==> config.mk <==
export PLATFORM = sky130hd
export DESIGN_NAME = priority_resolver_rotating
export DESIGN_NICKNAME = d
export VERILOG_FILES = /design/src/rtl/priority_resolver_rotating.sv
export SDC_FILE = /design/constraint.sdc
export NUM_CORES = 1
export LEC_CHECK = 0
export CORE_ASPECT_RATIO = 1.25
export CORE_MARGIN = 2
export CORE_UTILIZATION = 30
export CTS_CLUSTER_SIZE = 8
export DETAILED_ROUTE_END_ITERATION = 7
export SETUP_SLACK_MARGIN = 0.02
export SYNTH_ARGS = -nofsm -noshare
export SYNTH_HDL_FRONTEND = slang
export SYNTH_SLANG_ARGS = --single-unit
==> constraint.sdc <==
create_clock -name clk -period 4.35 [get_ports clk]
set_input_delay 0.6525 -clock clk [delete_from_list [all_inputs] [get_ports clk]]
set_output_delay 0.6525 -clock clk [all_outputs]
set_load 0.01 [all_outputs]
==> src/rtl/priority_resolver_rotating.sv <==
`default_nettype none
// ============================================================================
// Module   : priority_resolver_rotating
// Purpose  : Rotating-priority interrupt resolver with EOI decode (8259-style).
// Revision : 1.0
// ============================================================================
module priority_resolver_rotating #(
  parameter  int N_IRQ = 8,
  localparam int IDW   = $clog2(N_IRQ)
) (
  input  logic             clk,
  input  logic             rst_n,
  input  logic [N_IRQ-1:0] irr,
  input  logic [N_IRQ-1:0] imr,
  input  logic [N_IRQ-1:0] isr,
  input  logic             special_mask_mode,
  input  logic             auto_rotate,
  input  logic             eoi_valid,
  input  logic             eoi_specific,
  input  logic             eoi_rotate,
  input  logic [IDW-1:0]   eoi_level,
  input  logic             set_prio_valid,
  input  logic [IDW-1:0]   set_prio_level,
  output logic             int_req,
  output logic [IDW-1:0]   int_id,
  output logic [N_IRQ-1:0] eoi_clear,
  output logic [IDW-1:0]   lowest_prio
);

  localparam logic [IDW-1:0] c_reset_lowest = IDW'(N_IRQ - 1);

  logic [IDW-1:0]   r_lowest;
  logic             r_int_req;
  logic [IDW-1:0]   r_int_id;
  logic [N_IRQ-1:0] r_eoi_clear;

  logic [N_IRQ-1:0] w_cand;
  logic             w_found;
  logic [IDW-1:0]   w_win;
  logic             w_isr_found;
  logic [IDW-1:0]   w_top_isr;
  logic             w_blocked;
  logic [IDW-1:0]   w_pos_idx;
  int               w_pos;

  logic             w_eoi_do;
  logic             w_eoi_rot;
  logic [IDW-1:0]   w_target;
  logic [N_IRQ-1:0] w_onehot;
  logic             w_set_ok;

  assign w_cand = irr & ~imr;

  // Walk the ring from rank 0 upward. A line with its own ISR bit set is never
  // eligible; in normal mode the first in-service line also blocks all lower ranks.
  always_comb begin
    w_found     = 1'b0;
    w_win       = '0;
    w_isr_found = 1'b0;
    w_top_isr   = '0;
    w_blocked   = 1'b0;
    w_pos       = 0;
    w_pos_idx   = '0;
    for (int r = 0; r < N_IRQ; r++) begin
      w_pos = int'(r_lowest) + 1 + r;
      if (w_pos >= N_IRQ) w_pos = w_pos - N_IRQ;
      w_pos_idx = w_pos[IDW-1:0];
      if (!w_found && !w_blocked && w_cand[w_pos_idx] && !isr[w_pos_idx]) begin
        w_found = 1'b1;
        w_win   = w_pos_idx;
      end
      if (isr[w_pos_idx] && !w_isr_found) begin
        w_isr_found = 1'b1;
        w_top_isr   = w_pos_idx;
      end
      if (isr[w_pos_idx] && !special_mask_mode) w_blocked = 1'b1;
    end
  end

  always_comb begin
    w_target  = eoi_specific ? eoi_level : w_top_isr;
    w_eoi_do  = 1'b0;
    if (eoi_valid) begin
      if (eoi_specific) w_eoi_do = (int'(eoi_level) < N_IRQ);
      else              w_eoi_do = w_isr_found;
    end
    w_eoi_rot = w_eoi_do && (eoi_rotate || (auto_rotate && !eoi_specific));
    w_onehot  = {{(N_IRQ-1){1'b0}}, 1'b1} << w_target;
    w_set_ok  = set_prio_valid && (int'(set_prio_level) < N_IRQ);
  end

  always_ff @(posedge clk or negedge rst_n) begin
    if (!rst_n) begin
      r_lowest    <= c_reset_lowest;
      r_int_req   <= 1'b0;
      r_int_id    <= '0;
      r_eoi_clear <= '0;
    end else begin
      r_int_req   <= w_found;
      if (w_found) r_int_id <= w_win;
      r_eoi_clear <= w_eoi_do ? w_onehot : '0;
      // Set-priority takes precedence over an EOI rotation in the same cycle.
      if (w_set_ok)       r_lowest <= set_prio_level;
      else if (w_eoi_rot) r_lowest <= w_target;
    end
  end

  assign int_req     = r_int_req;
  assign int_id      = r_int_id;
  assign eoi_clear   = r_eoi_clear;
  assign lowest_prio = r_lowest;

endmodule
`default_nettype wire

## Yosys cells after proc, flatten, opt, wreduce, memory -nomap -nowiden

Index checks and enable logic that the tools add are counted.

| operators by class | value |
|---|---|
| mux-type cells | 85 |
| add/sub/neg operators | 16 |
| shift-type cells | 1 |
| $lt $le $gt $ge | 16 |
| reductions and logical operators | 71 |
| bitwise operators | 2 |

Operator list:

| operator | count |
|---|---|
| 3-bit 2-to-1 mux | 27 |
| 1-bit binary-select mux with 3-bit select | 16 |
| 1-bit 2-to-1 mux | 41 |
| 1-bit logical AND | 38 |
| 5-bit by 4-bit >= comparator with 1-bit output (second input constant) | 7 |
| 3-bit by 4-bit less-than comparator with 1-bit output (second input constant) | 8 |
| 1-bit logical NOT | 31 |
| 3-bit by 1-bit subtractor with 3-bit output (second input constant) | 8 |
| 4-bit by 3-bit adder with 5-bit output (second input constant) | 4 |
| 4-bit by 2-bit adder with 5-bit output (second input constant) | 2 |
| 8-bit bitwise AND | 1 |
| 8-bit 2-to-1 mux | 1 |
| 8-bit inverter | 1 |
| 1-bit by 3-bit left shift with 8-bit output (first input constant) | 1 |
| 4-bit by 1-bit adder with 5-bit output (second input constant) | 1 |
| 3-bit by 1-bit adder with 4-bit output (second input constant) | 1 |
| 4-bit >= comparator (second input constant) | 1 |
| 2-bit nonzero test | 1 |
| 1-bit logical OR | 1 |

| word-level totals | value |
|---|---|
| output and inout port bits | 15 |
| register bits | 15 |
| input bits | 38 |

## Longest topological paths before layout

Gate-level depths: netlist of run 1.

| logic depth | value |
|---|---|
| word-level depth | 43 |
| gate-level depth with buffers | 16 |

## Least setup slack after synthesis of run 1

Ideal clock, no wire load.

| path | value |
|---|---|
| path type | flip-flop to flip-flop |
| start | register r_lowest[0] (netlist: lowest_prio[0]) |
| end | register r_int_id[0] (netlist: int_id[0]) |
| stages on the path, launching flop included | 15 |
| path buffers | 4 |
| slack | 211 ps |
| arrival | 4018 ps |
| data required time | 4230 ps |
| cells stage by stage | dfstp_2 buf_4 buf_8 inv_1 buf_2 ha_1 buf_4 inv_2 mux4_2 mux4_2 o21a_1 or3_4 a221o_1 a21bo_1 o211a_1 |

| between the ends | value |
|---|---|
| longest elaborated chain between the ends | 43 |
| elaborated cells on any way between the ends | 138 |

Ends and longest elaborated chain:

| what | line | text |
|---|---|---|
| start, declared | 32 | `logic [IDW-1:0] r_lowest;` |
| start signal, assigned | 94 | `r_lowest <= c_reset_lowest;` |
| start signal, assigned | 103 | `if (w_set_ok) r_lowest <= set_prio_level;` |
| start signal, assigned | 104 | `else if (w_eoi_rot) r_lowest <= w_target;` |
| 3-bit by 1-bit adder with 4-bit output * | 65 | `w_pos = int'(r_lowest) + 1 + r;` |
| parallel branches: the longest is 42 deep, another holds 4-bit by 1-bit adder with 5-bit output | -- |  |
| end signal, assigned | 100 | `if (w_found) r_int_id <= w_win;` |
| end, declared | 34 | `logic [IDW-1:0] r_int_id;` |

Mark *: on every way between the ends. The select of a mux whose other input is x is not followed.
A chain may end at the register's enable or synchronous reset.

## Worst setup path in the final report of run 1

Ends and elaborated chain as after synthesis.

==> results of run 1 <==
layout make-up:
cell class                      count  area (um2)
Sequential cell                    15         379
Inverter                           12        45.0
Tap cell                          123         154
Multi-Input combinational cell    277        2260
Timing Repair Buffer               63         603
Fill cell                         962        5650
Clock buffer                        4        78.8
through the flow:
stage	utilization	worst slack [ns]	hold slack [ns]	instance area [um2]
finish	0.384	0.518	0.691	3520
global route	0.384	0.320	0.743	3520
floorplan	-	0.211	0.357	2840
detailed placement	0.375	0.311	0.682	3440
global placement	0.375	0.387	0.679	3440
CTS	0.384	0.569	0.695	3520
kinds of logic (layout without fill, tap and decap cells):
logic type	after synthesis	after routing
AOI/OAI and AO/OA	103	103
xor gates and xnor gates	5	5
adders and majority gates	2	2
buffers and inverters	36	79
DFF	15	15
muxes	46	46
and+or+nand+nor	121	121
state kept, by name, indices dropped and copies added (netlist names):
signal,flops
eoi_clear,8
int_req,1
lowest_prio,3
int_id,3
per-layer routing:
metal | routed length (um) | up-vias
met5 | 0 | -
met4 | 248 | 0
met3 | 543 | 20
met2 | 4330 | 140
met1 | 3920 | 1433
li1 | - | 1383
path summary, 6_finish.rpt:
path	start	endpoint	cells past startpoint
min reg2reg	lowest_prio[1]	lowest_prio[1]	3
max in group asynchronous	rst_n	int_req	1
max	lowest_prio[0]	int_id[0]	11
min in group asynchronous	rst_n	eoi_clear[0]	1
max reg2reg	lowest_prio[0]	int_id[0]	11
min	lowest_prio[1]	lowest_prio[1]	3
worst register-to-register path, cell delays in order, from the launching register on:
cell and delay, ns:
dfstp_2 0.54, inv_1 0.05, ha_1 0.30, buf_4 0.37, nor2_1 0.15, a221oi_1 0.45, o21ai_0 0.31, and2_1 0.31
a31oi_1 0.51, a311oi_1 0.11, or4b_1 0.50, o211a_1 0.13
layout by cell type, fill, tap and decap left out, types with 3 or more instances in the layout:
cell / count
a211oi_1: 5
a21boi_0: 3
a21oi_1: 13
a221oi_1: 4
a22o_1: 3
a22oi_1: 4
a31o_1: 3
and2_1: 3
buf_4: 11
clkbuf_16: 3
clkdlybuf4s50_1: 52
dfrtp_1: 12
dfstp_2: 3
inv_1: 11
mux2_2: 9
mux2i_1: 15
mux4_1: 5
mux4_2: 15
nand2_1: 23
nand2b_1: 11
nand3_1: 4
nor2_1: 27
nor2b_1: 5
nor3_1: 21
nor4_1: 4
o211ai_1: 4
o21ai_0: 16
o21ai_1: 3
o221ai_1: 3
o32a_1: 4
o32ai_1: 7
or2_1: 3
or2_2: 3
power groups by stage:
stage                     logic (mW)  registers, mW  clock network (mW)
final                           1.06          0.196               0.174
after floorplan                0.743          0.206                   0
after global placement          1.04          0.197                   0
after global routing            1.15          0.200               0.181
after detailed placement        1.05          0.198                   0
after CTS                       1.05          0.196               0.178
==> impl_metrics.yaml, run 1 <==
floorplanning:
  core_area_mm2: 0.00917
  die_w_um: 91.1
  die_area_mm2: 0.0103
  row_count: 39
  start_util: 0.310
  pin_count: 53
  die_y_um: 113
placed_design:
  io_buffer_count: 52
  gp_congestion: 0.894
  place.detailed.instances: 490
  dp_hpwl_um: 6910
worst_setup_path:
  rrSetupSlack_ns: 0.52
  startpoint_type: "flop"
  cp_cell_sequence: "inv_1 -> ha_1 -> buf_4 -> nor2_1 -> a221oi_1 -> o21ai_0 -> and2_1 -> a31oi_1 -> a311oi_1 -> or4b_1 -> o211a_1"
  worstPathRequired_ns: 4.48
  max_stage_delay_ns: 0.54
  endpoint_kind: "flop"
  crit_buf_inv: 2
  path_max_fanout: 33
  crit_family: "compound AO/OA/AOI/OAI gates"
  cp.arrival_ns: 3.96
  path_class: "flop to flop"
  crit_path_top_delay_cell: "dfstp_2"
power_and_ir_drop:
  powerDensity_mw_per_mm2: 405
  share_comb_of_total_power: 0.741
  peakVddDrop_mv: 0.141
  clock_power_share: 0.122
  netSwitchingFraction: 0.453
  power_leakage_nw: 1.30
  p_int_mw: 0.782
  finalPower_mw: 1.43
  seq_power_share: 0.137
  switchingPower_mw: 0.646
yosys:
  synth_area_leaders: "mux4_2, dfrtp_1, mux2i_1, mux4_1, nor3_1"
  yosysTopAreaCellShare: 0.119
  synth_flop_cell: "dfrtp_1"
  synth_commonest_cells: "nor2_1, nand2_1, nor3_1"
  synth_area_mm2: 0.00284
  synthesis.nets: 368
  synth-seq-cells: 15
  synthAdderAreaFrac: 0.00880
  synth-compound-area-share: 0.275
  synth_mux_area_frac: 0.262
  yosys_warnings: 0
  synthMostInstantiatedCell: "nor2_1"
  yosysTopAreaCell: "mux4_2"
  synth_top_family_by_area: "compound AO/OA/AOI/OAI gates"
  ys_types: 85
  synthSimpleGateAreaFrac: 0.221
  ys_seq_area_frac: 0.133
  async_flop_share: 1.00
  syn_area_per_cell_um2: 8.67
  synth_xor_xnor_area_share: 0.0282
  synth_cells: 328
  synth_edf_count: 0
drt:
  drt-pass1-iter-count: 5
  wl_per_cell_um: 18.3
  routed_wirelength_um: 9040
  dr.first_iter.drc_count: 227
  drc_errors: 0
  drtAntennaViolNets: 0
  viasPerCell: 6.02
  vias: 2976
layout:
  fin_cells: 494
  nNetsFinal: 412
  antenna_cells: 0
  drive_gt1_frac: 0.159
  syn2layout_area_growth_pct: 23.9
job:
  max_cap_violations: 0
grt:
  grt-ovfl-total: 0
  busiest_layer: "met2"
  grt_use_met1: 0.231
  grt_pass1_wl_um: 14900
  grt_start_max_net_pins: 47
  grtUsageMet3: 0.0180
  grt_pass1_vias: 2919
  use_met2: 0.297
  antenna_found_initial: 0
  grt_usage: 0.176
clock_tree:
  cts_buffers: 3
  clockBufferDepth: 2
  clkLatencyLatePin_ns: 0.24
  cts-root-buf: "clkbuf_16"
  postCtsSetupRepairBufs: 0
  cts_sinks: 15
  htree_levels: 1
  ctsResizeCount: 0
  cts_tree: "yes"
  clk_pin_slew_ns: 0.05
  ctsHoldBuffers: 0
sta:
  post-route-min-period_ns: 3.83
  fmax_mhz: 261
  max_slew_margin: 0.488
  rsz0062_at_grt: "no"
  hold_viol_final: 0
  clock-skew-final_ns: 0.00207
  setup_viol: 0
  period_share: 0.881
  tightest_slew_ns: 0.748
  setup_tns_ns: 0
  drv_slew: 0
run_status:
  status: "completed"
worst_hold_path:
  hp-class: "flop to flop"
(Power assumes the default switching activity.)
==> inputs of run 2 (changes only) <==
CORE_MARGIN = 10   (was 2)
==> run 2 against run 1 <==
First-iteration DRC count increased by 7.5%. Register-to-register slack got worse by 0.04 ns. Highest routed layer unchanged. Total power increased by 0.33%. Combinational power about the same. Largest power group unchanged. Die area increased by 34%. Hold slack improved by 0.0075 ns. Final cell count unchanged. Maximum frequency decreased by 1.0%. Wire length increased by 2.8%. Sequential share of layout area about the same. Clock skew about the same. Core utilization decreased by 0.19 points.
==> impl_metrics.yaml, run 2 (synthesis gave the netlist of run 1 again) <==
worst_setup_path:
  path_class: "flop to flop"
  rrSetupSlack_ns: 0.48
  crit_buf_inv: 2
  critPathLaunch: "lowest_prio[0]"
  startpoint_type: "flop"
  path_max_fanout: 34
  cp_cell_sequence: "buf_4 -> ha_1 -> xnor2_1 -> buf_4 -> a221oi_1 -> o21ai_0 -> and2_1 -> a31oi_1 -> a311oi_1 -> or4b_1 -> o211a_1"
  cp.arrival_ns: 4.01
  crit_path_top_delay_cell: "dfstp_2"
  crit_family: "compound AO/OA/AOI/OAI gates"
  r2r-start: "lowest_prio[0]"
  max_stage_delay_ns: 0.55
  endpoint_kind: "flop"
  worstPathRequired_ns: 4.49
  cp_common_cell: "buf_4"
floorplanning:
  die_y_um: 129
  die_w_um: 107
  start_util: 0.308
  row_count: 39
  die_area_mm2: 0.0138
  core_area_mm2: 0.00922
  pin_count: 53
drt:
  drtAntennaViolNets: 0
  vias: 2959
  drc_errors: 0
  viasPerCell: 5.99
  drt-pass1-iter-count: 4
  routed_wirelength_um: 9290
  dr.first_iter.drc_count: 244
  wl_per_cell_um: 18.8
sta:
  setup_viol: 0
  tightest_slew_ns: 0.722
  max_slew_margin: 0.506
  fmax_mhz: 258
  clock-skew-final_ns: 0.00220
  rsz0062_at_grt: "no"
  worst_slack_ns: 0.478
  hold_viol_final: 0
  drv_slew: 0
  period_share: 0.890
  setup_tns_ns: 0
  post-route-min-period_ns: 3.87
layout:
  syn2layout_area_growth_pct: 23.9
  antenna_cells: 0
  nNetsFinal: 412
  layout.cells.most_common: "clkdlybuf4s50_1"
  drive_gt1_frac: 0.162
  largest_register_ffs: 8
  mostFrequentLayoutCells: "clkdlybuf4s50_1, nor2_1, nand2_1"
run_status:
  status: "completed"
clock_tree:
  cts_sinks: 15
  clockBufferDepth: 2
  ctsResizeCount: 0
  cts_tree: "yes"
  ctsHoldBuffers: 0
  clk_pin_slew_ns: 0.05
  postCtsSetupRepairBufs: 0
  cts-root-buf: "clkbuf_16"
  clkLatencyLatePin_ns: 0.25
  cts_buffers: 3
  htree_levels: 1
power_and_ir_drop:
  powerDensity_mw_per_mm2: 406
  power_leakage_nw: 1.31
  peakVddDrop_mv: 0.134
worst_hold_path:
  min-delay-start: "lowest_prio[1]"
  hp-class: "flop to flop"
grt:
  grt_pass1_vias: 2973
  grt_usage: 0.134
  grt_start_max_net_pins: 35
  grt_pass1_wl_um: 15300
  antenna_found_initial: 0
  grt-ovfl-total: 0
placed_design:
  gp_congestion: 0.924
  post-place-ws_ns: 0.339
  io_buffer_count: 52
  dp_hpwl_um: 7320
job:
  max_cap_violations: 0
## run 2: changes by cell type in the layout (fill, tap and decap cells not counted), sizes merged
| cell | previous run | this run |
|---|---|---|
| clkinv | 0 | 1 |
| clkbuf | 4 | 3 |
## run 2: area by class of cell
type | instances | area, um2
timing repair buffer | 63 | 603
tap | 123 | 154
inverter | 12 | 45.0
clock inverter | 1 | 5.00
multi-input combinational | 277 | 2260
clock buffer | 3 | 75.1
fill | 936 | 5700
sequential | 15 | 379
## run 2: power breakdown
part | switching (mW) | internal [mW] | total [mW]
combinational | 0.574 | 0.482 | 1.06
sequential | 0.0200 | 0.175 | 0.195
clock | 0.0592 | 0.123 | 0.182
total | 0.653 | 0.780 | 1.43
## run 2: through the flow
stage                     hold slack (ns)   util  power, mW  std cells  cell area (um2)
after CTS                           0.701  0.382       1.43        494             3520
final                               0.698  0.382       1.43        494             3520
after global placement              0.682  0.373       1.24        490             3440
after global routing                0.736  0.382       1.54        494             3520
after detailed placement            0.689  0.373       1.24        490             3440
after floorplan                     0.357      -      0.950        328             2840
## run 2: path summary, 6_finish.rpt
path | endpoint | depth (start not counted)
min in group asynchronous | eoi_clear[4] | 1
min reg2reg | lowest_prio[1] | 3
max in group asynchronous | int_id[0] | 1
min | lowest_prio[1] | 3
max | int_id[0] | 11
max reg2reg | int_id[0] | 11
## run 2: worst reg2reg max path, cell delays in order (launching register included)
cell and delay (ns):
dfstp_2 0.55, buf_4 0.39, ha_1 0.39, xnor2_1 0.11
buf_4 0.21, a221oi_1 0.34, o21ai_0 0.29, and2_1 0.29
a31oi_1 0.48, a311oi_1 0.10, or4b_1 0.48, o211a_1 0.12
## run 2: layer usage
layer / routed length, um / up-vias / global-route usage / part of all wire
met1: 3990 / 1442 / 0.164 / 0.43
met4: 267 / 0 / 0.0567 / 0.029
met2: 4530 / 108 / 0.229 / 0.49
li1: - / 1389 / - / -
met5: 0 / - / 0 / 0
met3: 508 / 20 / 0.0165 / 0.055
==> inputs of run 3 (changes only) <==
GPL_ROUTABILITY_DRIVEN = 1   (was default)
==> results of run 3 <==
No change in the layout: final DEF, timing and power equal those of run 2.
